`src/rtl/uart_tx_param.sv`:
```
// rtl/uart_tx_param.sv - parametrised UART transmitter with holding FIFO
//
// Ports:
//   br       : clock, rising edge
//   rst      : asynchronous active-high reset
//   wr_en    : write strobe for wr_data, accepted when full=0
//   wr_data  : character to transmit (DATA_W bits)
//   par_en   : parity bit enable
//   par_odd  : 1 = odd parity, 0 = even parity
//   stop2    : 1 = two stop bits, 0 = one
//   tx       : registered serial output, idles high
//   busy     : a frame is in progress
//   full     : FIFO occupancy equals FIFO_DEPTH
//   count    : FIFO occupancy
//   done     : one-cycle pulse after the last stop bit of a frame
//   ovf      : sticky, set by a write while full
module uart_tx_param #(
   parameter int DATA_W       = 8,
   parameter int FIFO_DEPTH   = 4,
   parameter int CLKS_PER_BIT = 1
) (
   input  logic                          br,
   input  logic                          rst,
   input  logic                          wr_en,
   input  logic [DATA_W-1:0]             wr_data,
   input  logic                          par_en,
   input  logic                          par_odd,
   input  logic                          stop2,
   output logic                          tx,
   output logic                          busy,
   output logic                          full,
   output logic [$clog2(FIFO_DEPTH):0]   count,
   output logic                          done,
   output logic                          ovf
);

   localparam int AW  = $clog2(FIFO_DEPTH);
   localparam int CW  = AW + 1;
   // A single-cycle bit period still needs a 1-bit counter to stay legal.
   localparam int BCW = (CLKS_PER_BIT > 1) ? $clog2(CLKS_PER_BIT) : 1;
   localparam int IW  = $clog2(DATA_W);

   localparam logic [BCW-1:0] BIT_LAST = BCW'(CLKS_PER_BIT - 1);
   localparam logic [IW-1:0]  IDX_LAST = IW'(DATA_W - 1);
   localparam logic [CW-1:0]  DEPTH    = CW'(FIFO_DEPTH);

   typedef enum logic [2:0] {
      IDLE, START, DATA, PARITY, STOP1, STOP2
   } state_t;

   state_t state, state_next;

   logic [DATA_W-1:0] mem [FIFO_DEPTH];
   logic [AW-1:0]     wr_ptr, rd_ptr;
   logic              push, pop;
   logic [CW-1:0]     count_next;
   logic [DATA_W-1:0] head;

   logic [BCW-1:0]    bit_cnt;
   logic              bit_end;
   logic [IW-1:0]     bit_idx;
   logic [DATA_W-1:0] shift, shift_next;
   logic              par_bit, par_en_q, stop2_q;
   logic              tx_next, done_next, frame_end;

   assign push    = wr_en && !full;
   assign head    = mem[rd_ptr];
   assign bit_end = (bit_cnt == BIT_LAST);
   assign busy    = (state != IDLE);

   // Holding FIFO
   always_ff @(posedge br) begin
      if (push) begin
         mem[wr_ptr] <= wr_data;
      end
   end

   always_comb begin
      count_next = count + CW'(push) - CW'(pop);
   end

   always_ff @(posedge br or posedge rst) begin
      if (rst) begin
         wr_ptr <= '0;
         rd_ptr <= '0;
         count  <= '0;
         full   <= 1'b0;
         ovf    <= 1'b0;
      end else begin
         if (push) begin
            wr_ptr <= wr_ptr + AW'(1);
         end
         if (pop) begin
            rd_ptr <= rd_ptr + AW'(1);
         end
         count <= count_next;
         full  <= (count_next == DEPTH);
         // A write while full is dropped even if a pop frees a slot this edge.
         if (wr_en && full) begin
            ovf <= 1'b1;
         end
      end
   end

   // Frame sequencer: next state, pop request and next tx level
   always_comb begin
      state_next = state;
      pop        = 1'b0;
      done_next  = 1'b0;
      frame_end  = 1'b0;
      shift_next = shift;
      tx_next    = 1'b1;

      case (state)
         IDLE: begin
            if (count != '0) begin
               pop        = 1'b1;
               state_next = START;
            end
         end
         START: begin
            if (bit_end) begin
               state_next = DATA;
            end
         end
         DATA: begin
            if (bit_end && (bit_idx == IDX_LAST)) begin
               state_next = par_en_q ? PARITY : STOP1;
            end
         end
         PARITY: begin
            if (bit_end) begin
               state_next = STOP1;
            end
         end
         STOP1: begin
            if (bit_end) begin
               if (stop2_q) begin
                  state_next = STOP2;
               end else begin
                  frame_end = 1'b1;
               end
            end
         end
         STOP2: begin
            if (bit_end) begin
               frame_end = 1'b1;
            end
         end
         default: state_next = IDLE;
      endcase

      // Back-to-back: the next start bit begins on the edge that ends this frame.
      if (frame_end) begin
         done_next = 1'b1;
         if (count != '0) begin
            pop        = 1'b1;
            state_next = START;
         end else begin
            state_next = IDLE;
         end
      end

      if (pop) begin
         shift_next = head;
      end else if ((state == DATA) && bit_end) begin
         shift_next = shift >> 1;
      end

      // tx is registered, so it takes the level of the state being entered.
      case (state_next)
         START:   tx_next = 1'b0;
         DATA:    tx_next = shift_next[0];
         PARITY:  tx_next = par_bit;
         default: tx_next = 1'b1;
      endcase
   end

   always_ff @(posedge br or posedge rst) begin
      if (rst) begin
         state    <= IDLE;
         bit_cnt  <= '0;
         bit_idx  <= '0;
         shift    <= '0;
         par_bit  <= 1'b0;
         par_en_q <= 1'b0;
         stop2_q  <= 1'b0;
         tx       <= 1'b1;
         done     <= 1'b0;
      end else begin
         state <= state_next;
         tx    <= tx_next;
         done  <= done_next;
         shift <= shift_next;

         if ((state == IDLE) || bit_end) begin
            bit_cnt <= '0;
         end else begin
            bit_cnt <= bit_cnt + BCW'(1);
         end

         if (state != DATA) begin
            bit_idx <= '0;
         end else if (bit_end) begin
            bit_idx <= bit_idx + IW'(1);
         end

         // Frame configuration is captured at pop and held for the whole frame.
         if (pop) begin
            par_en_q <= par_en;
            stop2_q  <= stop2;
            par_bit  <= (^head) ^ par_odd;
         end
      end
   end

endmodule

```
`config.mk`:
```
export PLATFORM = sky130hd
export DESIGN_NAME = uart_tx_param
export DESIGN_NICKNAME = d
export VERILOG_FILES = /design/src/rtl/uart_tx_param.sv
export SDC_FILE = /design/constraint.sdc
export NUM_CORES = 1
export LEC_CHECK = 0
export CORE_MARGIN = 2
export CORE_UTILIZATION = 65
export DETAILED_ROUTE_END_ITERATION = 16
export DONT_BUFFER_PORTS = 1
export HOLD_SLACK_MARGIN = 0.02
export PLACE_DENSITY = 0.82
export RECOVER_POWER = 100
export SETUP_SLACK_MARGIN = 0.1
export SLEW_MARGIN = 15
export SYNTH_ARGS = -nofsm -noshare
export SYNTH_HDL_FRONTEND = slang
export SYNTH_SLANG_ARGS = --single-unit
```
`constraint.sdc`:
```
create_clock -name br -period 7.4 [get_ports br]
set_input_delay 0.74 -clock br [delete_from_list [all_inputs] [get_ports br]]
set_output_delay 0.74 -clock br [all_outputs]
set_load 0.05 [all_outputs]
```
* Yosys cells after proc, flatten, opt, wreduce, memory -nomap -nowiden
Memory sizes are Yosys's and may differ from the RTL's. Cells that the tools add are included.
Operators by class: add/subtract/negate cells 6, equal/unequal tests 12, multiplexer cells 27, bitwise operators 2, reductions and logical operators 11
Operator list (number):
- $mux W3 | 10
- $pmux W3 S6 | 1
- $mux W8 | 2
- $eq A3 B2 Y1 const B | 4
- $eq A3 B3 Y1 const B | 4
- $mux W1 | 12
- $reduce_xor A8 Y1 | 1
- $eq A3 B1 Y1 const B | 2
- $reduce_bool A3 Y1 | 2
- $add A2 B1 Y2 const B | 2
- $logic_and A1 B1 Y1 | 4
- $add A3 B1 Y3 | 1
- $add A3 B1 Y3 const B | 1
- $logic_not A3 Y1 | 1
- $ne A3 B2 Y1 const B | 1
- $pmux W1 S3 | 1
- $sub A3 B1 Y3 | 1
- $ne A2 B1 Y1 const B | 1
- $pmux W1 S2 | 1
- $reduce_bool A2 Y1 | 1
- $add A1 B1 Y1 const B | 1
- $logic_not A1 Y1 | 1
- $logic_or A1 B1 Y1 | 1
- $not A1 Y1 | 1
- $xor A1 B1 Y1 | 1
Storage, ports and cells: register bits after elaboration 29, bits in writable memories 32, output and inout bits 8, word-level logic and storage cells 74, memories 1
Memories:
- mem | depth 4, bits a word 8, read ports 1, clocked after Yosys merged registers in 0, wr ports 1, RTL line 53 | logic [DATA_W-1:0] mem [FIFO_DEPTH];

* Depth between registers and ports, before layout
Gate-level depths: netlist of run 1.
depth in word-level cells 7, depth in mapped cells 11, mapped depth without buffers 11

* Worst setup path before layout of run 1
No wires, ideal clock.
path type flip-flop to flip-flop, start register count[0], end register full, setup time 0.088 ns, arrival 2.728 ns, required time 7.312 ns, setup slack 4.583 ns, cell stages (with the launch flop) 10, buffers on the path 0, clock period less this slack 2.817 ns, cell sequence dfrtp_1 > o311ai_0 > inv_1 > ha_1 > inv_1 > ha_1 > fa_1 > xnor2_1 > xnor2_1 > nor3b_1
On the way: cells in the longest elaborated chain, start to end 7, elaborated cells between the ends (all ways) 8
RTL lines:
- from (decl) | RTL line 32 | output logic [$clog2(FIFO_DEPTH):0] count,
- from (signal assigned) | RTL line 96 | count <= count_next;
- $reduce_bool A3 Y1 | RTL line 116, 156
- $mux W1 | RTL line 116 | if (count != '0) begin
- $mux W1 | RTL line 114 | case (state)
- $mux W1 | RTL line 156 | if (count != '0) begin
- $mux W1 | RTL line 154 | if (frame_end) begin
- $sub A3 B1 Y3 * | RTL line 79 | count_next = count + CW'(push) - CW'(pop);
- net count_next[2] | RTL line 56 | logic [CW-1:0] count_next;
- $eq A3 B3 Y1 * | RTL line 97 | full <= (count_next == DEPTH);
- to (signal assigned) | RTL line 97
- to (decl) | RTL line 31 | output logic full,
Mark *: on every way through the listed nets, which the timed path passes. The rest lies on a longest branch. A chain may end at the register's enable or synchronous reset.

* Final worst setup path of run 1
start register bit_cnt, end register full
On the way: cells in the longest elaborated chain, start to end 5, elaborated cells between the ends (all ways) 6
RTL lines:
- from (decl) | RTL line 59 | logic [BCW-1:0] bit_cnt;
- from (signal assigned) | RTL line 199 | bit_cnt <= bit_cnt + BCW'(1);
- $mux W1, on equally long branches | RTL line 146, 137
- $pmux W1 S2 * | RTL line 114
- $mux W1 * | RTL line 154
- $sub A3 B1 Y3 * | RTL line 79
- net count_next[2] | RTL line 56
- $eq A3 B3 Y1 * | RTL line 97
Marks and branches as above.

==> metrics.md, run 1 <==
| Metric | Value |
|---|---|
| Status | `finished clean` |
| Worst skew pair latency | `340 ps` |
| Largest net degree at the start of global routing | `30` |
| Total Power | `1.35 mW` |
| Die area | `4610 µm²` |
| Critical Path RT | `7640 ps` |
| Routed WL | `4090 µm` |
| Postcts setup bufs | `0` |
| Diode count | `0` |
| Most common cell after layout, fill and taps aside | `edfxtp_1` |
| Placer Congestion | `0.776` |
| Final-report hold violation count | `0` |
| Die Ht | `67.9 µm` |
| CP Capture Type | `register` |
| Initial core utilization | `66.9%` |
| Reg clk slew, reported paths | `70 ps` |
| Clock Tree Buf Depth | `2` |
| DR iter-0 viols | `154` |
| Vias in the first global route | `1453` |
| Least-Margin Pin Slew | `1040 ps` |
| Routed vias | `1405` |
| Setup CP Type | `reg2reg` |
| Non-Filler Instances | `242` |
| RSZ-0062 raised after global routing | `no` |
| Global-route wire length before repair | `6810 µm` |
| Leak | `1.14 nW` |
| Inst Count DP | `226` |
| Synth-to-Final Area Change | `8.24%` |
| Fraction of layout cells with a size suffix above 1 | `10.4%` |
| Synth top area share | `36.2%` |
| # fillers | `261` |
| Biggest area consumer among synthesized cells | `edfxtp_1` |
| IO Count | `22` |
| Synth async-reset ratio | `47.5%` |
| Crit path arrival time | `3730 ps` |
| Ranking of synthesized cells by area | `edfxtp_1 36%, dfrtp_1 26%, mux4_1 4.0%` |
| Final Cycle Share | `47.1%` |
| Wirelength per Cell | `16.9 µm` |
| FF+latch count, synth | `61` |
| Post-DRT Antenna Nets | `0` |
| Post-cts resize count | `0` |
| Fin Clk Skew | `9.33 ps` |
| CTS hold repair buffers | `0` |
| I/O Buffers | `0` |
| MaxCap Viol Count | `0` |
| Syn Area/Cell | `14.6 µm²` |
| DRC viols | `0` |
| Initial antenna violation count | `0` |
| Post-synth top flop | `edfxtp_1` |
| Synth Cell Area | `2660 µm²` |
| Total core area | `3970 µm²` |
| Seq/Total Area, Yosys | `63.5%` |
| FP Rows | `23` |
| FMAX | `287 MHz` |
| Gate Count Post-Synth | `182` |
| Critical Path Fanout Max | `22` |
| Peak supply drop | `0.000274 V` |
| Sink Count | `61` |
| Total CTS buffers | `9` |
| Root Driver | `clkbuf_8` |
| Startpoint types | `register` |
| Die width | `67.9 µm` |
| Final count of negative-setup-slack endpoints | `0` |
| Grt ovf | `0` |
| Setup_tns | `0 ps` |
| DP HPWL | `2830 µm` |
| Vias per cell | `5.81` |
| CTS tree | `yes` |
| Slew HR | `30.3%` |
| Post-synth EDFFs | `32` |
| GRT Overall Usage | `21.4%` |
| Synth unique cells | `42` |
| First-pass iteration count of the detailed router | `5` |
| Power Density | `471 nW/µm²` |
| Final min period | `3490 ps` |
| Mapped Nets | `205` |
| Final core utilization | `72.4%` |
| Hold Crit Class | `in2reg` |
| Yosys Warn Count | `0` |
| Most frequent cells in the layout | `32 x edfxtp_1, 28 x dfrtp_1, 12 x inv_1, 12 x nand2_1, 11 x nor2_1` |
| CTS H-tree depth | `3` |
| Final #Nets | `210` |
| Final Max Tran Viols | `0` |
flip-flops by register name, indices dropped and copies added (netlist names), 2 cells and up:
| register | cells |
|---|---|
| shift | 8 |
| rd_ptr | 2 |
| state | 3 |
| count | 3 |
| wr_ptr | 2 |
| bit_idx | 3 |
| mem | 32 |
final timing paths:
check                            from   endpoint  slack, ps  depth (start not counted)
min reg2reg                   par_bit    par_bit        500                          2
max reg2reg                   bit_cnt       full       3910                         11
max in group asynchronous         rst       done       6220                          1
min in group asynchronous         rst  rd_ptr[1]        550                          1
min                        wr_data[7]  mem[1][7]        500                          0
max                           bit_cnt       full       3910                         11
layout make-up:
class | instances | area, µm² | share of cell area (%)
clock buffer | 9 | 124 | 4.31
clock inverter | 7 | 65.1 | 2.26
tap | 50 | 62.6 | 2.18
timing repair buffer | 1 | 3.75 | 0.131
inverter | 12 | 45.0 | 1.57
sequential | 61 | 1690 | 58.7
multi-input combinational | 102 | 887 | 30.9
Yosys cell counts, types with 2 or more instances:
master / instances
clkbuf_1: 4
and2_1: 5
xnor2_1: 8
nand3b_1: 2
o21ai_0: 3
a21oi_1: 8
mux4_2: 4
inv_1: 12
edfxtp_1: 32
nor2b_1: 3
nand3_1: 2
nor2_1: 11
nand2_1: 12
mux2i_1: 9
mux4_1: 4
ha_1: 8
xor2_1: 3
dfrtp_1: 28
cell families after synthesis:
family	after synthesis	share of synthesized area, %
AOI/OAI and AO/OA	20	4.76
adders and majority gates	9	4.52
buffers and inverters	19	3.06
DFF	61	63.5
and+or+nand+nor	42	8.15
xor gates and xnor gates	13	5.09
other	1	0.141
muxes	17	10.7
power breakdown:
| group | switching [mW] | internal (mW) | total (mW) |
|---|---|---|---|
| sequential | 0.132 | 0.467 | 0.599 |
| combinational | 0.240 | 0.232 | 0.472 |
| clock | 0.129 | 0.153 | 0.282 |
critical path: stages, from the launching register on:
cell and delay (ps):
dfrtp_1 590, o21ai_0 230, o311ai_0 150, clkbuf_1 630, inv_1 290, ha_1 360
inv_1 40, ha_1 180, fa_1 380, xnor2_1 190, xnor2_1 160, nor3b_1 200
per-stage QoR:
stage          worst slack (ps)  instance area (µm²)  hold WS (ps)
2_1_floorplan              4580                 2660           456
3_3_place_gp               4640                 2700           488
3_5_place_dp               4440                 2700           495
4_1_cts                    4450                 2890           484
5_1_grt                    3450                 2880           481
6_report                   3910                 2880           495
metal layers:
metal / GRT usage (%) / share of wire [%] / wire [µm]
met2: 33.3 / 52 / 2140
met1: 26.2 / 41 / 1690
met5: 0 / 0 / 0
met4: 15.0 / 1.4 / 57
met3: 5.59 / 4.8 / 198
Note: power is estimated with default switching activity, not from simulation.
==> run 2, diff against run 1 <==
Settings changed: CORE_UTILIZATION 65 to 56, PLACE_DENSITY 0.82 to 0.75.
Clock period 7.4 ns to 3.1 ns, I/O delays scaled along.
==> run 2 against run 1 <==
- the flow now finishes with violations (negative hold slack)
- die area grew 15%
- sequential share of layout area decreased by 0.28 points
- hold slack worse by 500 ps
- routed wire length up 2.7%
- non-clock buffer count up 2
==> metrics.md, run 2 (same netlist as run 1, synthesis figures left out) <==
| Metric | Value |
|---|---|
| Status | `finished with violations` |
| Failing checks | `negative hold slack` |
| Routed WL | `4200 µm` |
| CP Capture Type | `register` |
| Startpoint types | `register` |
| Crit path arrival time | `2920 ps` |
| DP HPWL | `3000 µm` |
| FMAX | `373 MHz` |
| RSZ-0062 raised after global routing | `no` |
| Sequential Power Share | `43.7%` |
| Internal | `2.05 mW` |
| Post-cts resize count | `0` |
| Postcts setup bufs | `0` |
| Leak | `1.14 nW` |
| Sink Count | `61` |
| Routed vias | `1370` |
| Critical Path RT | `3330 ps` |
| IO Count | `22` |
| Switching share of power | `36.7%` |
| Final min period | `2680 ps` |
| CTS tree | `yes` |
| Total Power | `3.23 mW` |
| Register area | `1690 µm²` |
| Die area | `5310 µm²` |
| Final count of negative-setup-slack endpoints | `0` |
| Slew HR | `32.7%` |
| CTS H-tree depth | `3` |
| # fillers | `349` |
| FP Rows | `25` |
| Wirelength per Cell | `16.9 µm` |
| Clock Tree Buf Depth | `2` |
| Die Ht | `72.9 µm` |
| Reg clk slew, reported paths | `70 ps` |
| Worst skew pair latency | `320 ps` |
| WHS | `-9.50 ps` |
| Final Max Tran Viols | `0` |
| Most frequent cells in the layout | `32 x edfxtp_1, 28 x dfrtp_1, 12 x nand2_1, 11 x inv_1, 11 x nor2_1` |
| Comb power frac | `36.3%` |
| Initial antenna violation count | `0` |
| GRT Overall Usage | `18.5%` |
| Fin Clk Skew | `7.41 ps` |
| Setup CP Type | `reg2reg` |
| Most common cell after layout, fill and taps aside | `edfxtp_1` |
| Die width | `72.9 µm` |
| Grt ovf | `0` |
| Root Driver | `clkbuf_8` |
| Global-route wire length before repair | `7020 µm` |
| DRC viols | `0` |
| Clock Power Share | `20.0%` |
| Vias in the first global route | `1468` |
| Vias per cell | `5.52` |
| Peak supply drop | `0.000622 V` |
| Critical Path Fanout Max | `10` |
| Largest registers | `mem: 32 flops, shift: 8 flops` |
| I/O Buffers | `0` |
| MaxCap Viol Count | `0` |
| Final #Nets | `212` |
| Setup_tns | `0 ps` |
| Net switching power | `1.19 mW` |
| First-pass iteration count of the detailed router | `4` |
| Final Cycle Share | `86.6%` |
| Most flops, register | `mem` |
| Fraction of layout cells with a size suffix above 1 | `10.8%` |
| Total CTS buffers | `9` |
| Post-DRT Antenna Nets | `0` |
| Total core area | `4660 µm²` |
| DR iter-0 viols | `61` |
| Diode count | `0` |
| Area of the multi-input gates | `895 µm²` |
| Max reg flops | `32` |
| Placer Congestion | `0.845` |
| Final-report hold violation count | `19` |
| Synth-to-Final Area Change | `8.76%` |
| Hold Crit Class | `in2async` |
| Initial core utilization | `57.0%` |
| Least-Margin Pin Slew | `1000 ps` |
| CTS hold repair buffers | `0` |
| Power Density | `1120 nW/µm²` |
| Largest net degree at the start of global routing | `30` |
## run 2: critical path, cell delays in order (launching register included)
cell and delay, ps:
dfrtp_1 590, o21ai_0 250, o311ai_2 140, inv_1 170
ha_1 300, inv_1 40, ha_1 180, fa_1 370
xnor2_1 150, xnor2_1 220, nor3b_1 200
## run 2: worst paths after layout
path,startpoint,to,slack (ps),depth (start not counted)
hold reg to reg,par_bit,par_bit,500,2
setup reg to reg,bit_cnt,full,420,10
max in group asynchronous,rst,bit_cnt,2650,1
hold / removal,rst,rd_ptr[0],-9,1
setup / recovery,bit_cnt,full,420,10
min in group br,wr_data[1],mem[0][1],80,0
## run 2: final cells by class
class | count | area share (%)
Sequential cell | 61 | 58.4
Multi-Input combinational cell | 102 | 31.0
Clock buffer | 10 | 4.42
Tap cell | 54 | 2.34
Clock inverter | 6 | 1.91
Inverter | 12 | 1.56
Timing Repair Buffer | 3 | 0.390
## run 2: layer usage
metal / global-route usage (%) / routed length [µm]
met5: 0 / 0
met4: 6.58 / 32
met3: 7.60 / 105
met2: 29.9 / 2290
met1: 22.6 / 1770
## run 2: power by group through the flow
stage	logic, mW	registers [mW]	clock network, mW
after global placement	1.16	1.41	0
after detailed placement	1.21	1.44	0
after CTS	1.22	1.42	0.663
after floorplan	1.04	1.34	0
final	1.17	1.41	0.646
after global routing	1.31	1.45	0.694
## run 2: through the flow
step                      util (%)  cells  area (µm²)  hold WS (ps)  setup WS [ps]
after floorplan                  -    182        2660           387            283
after global placement        58.3    232        2720           409            548
after detailed placement      58.3    232        2720           409            418
after CTS                     62.2    248        2900          62.9            386
after global routing          62.0    248        2890          33.1            187
final                         62.0    248        2890         -9.50            416
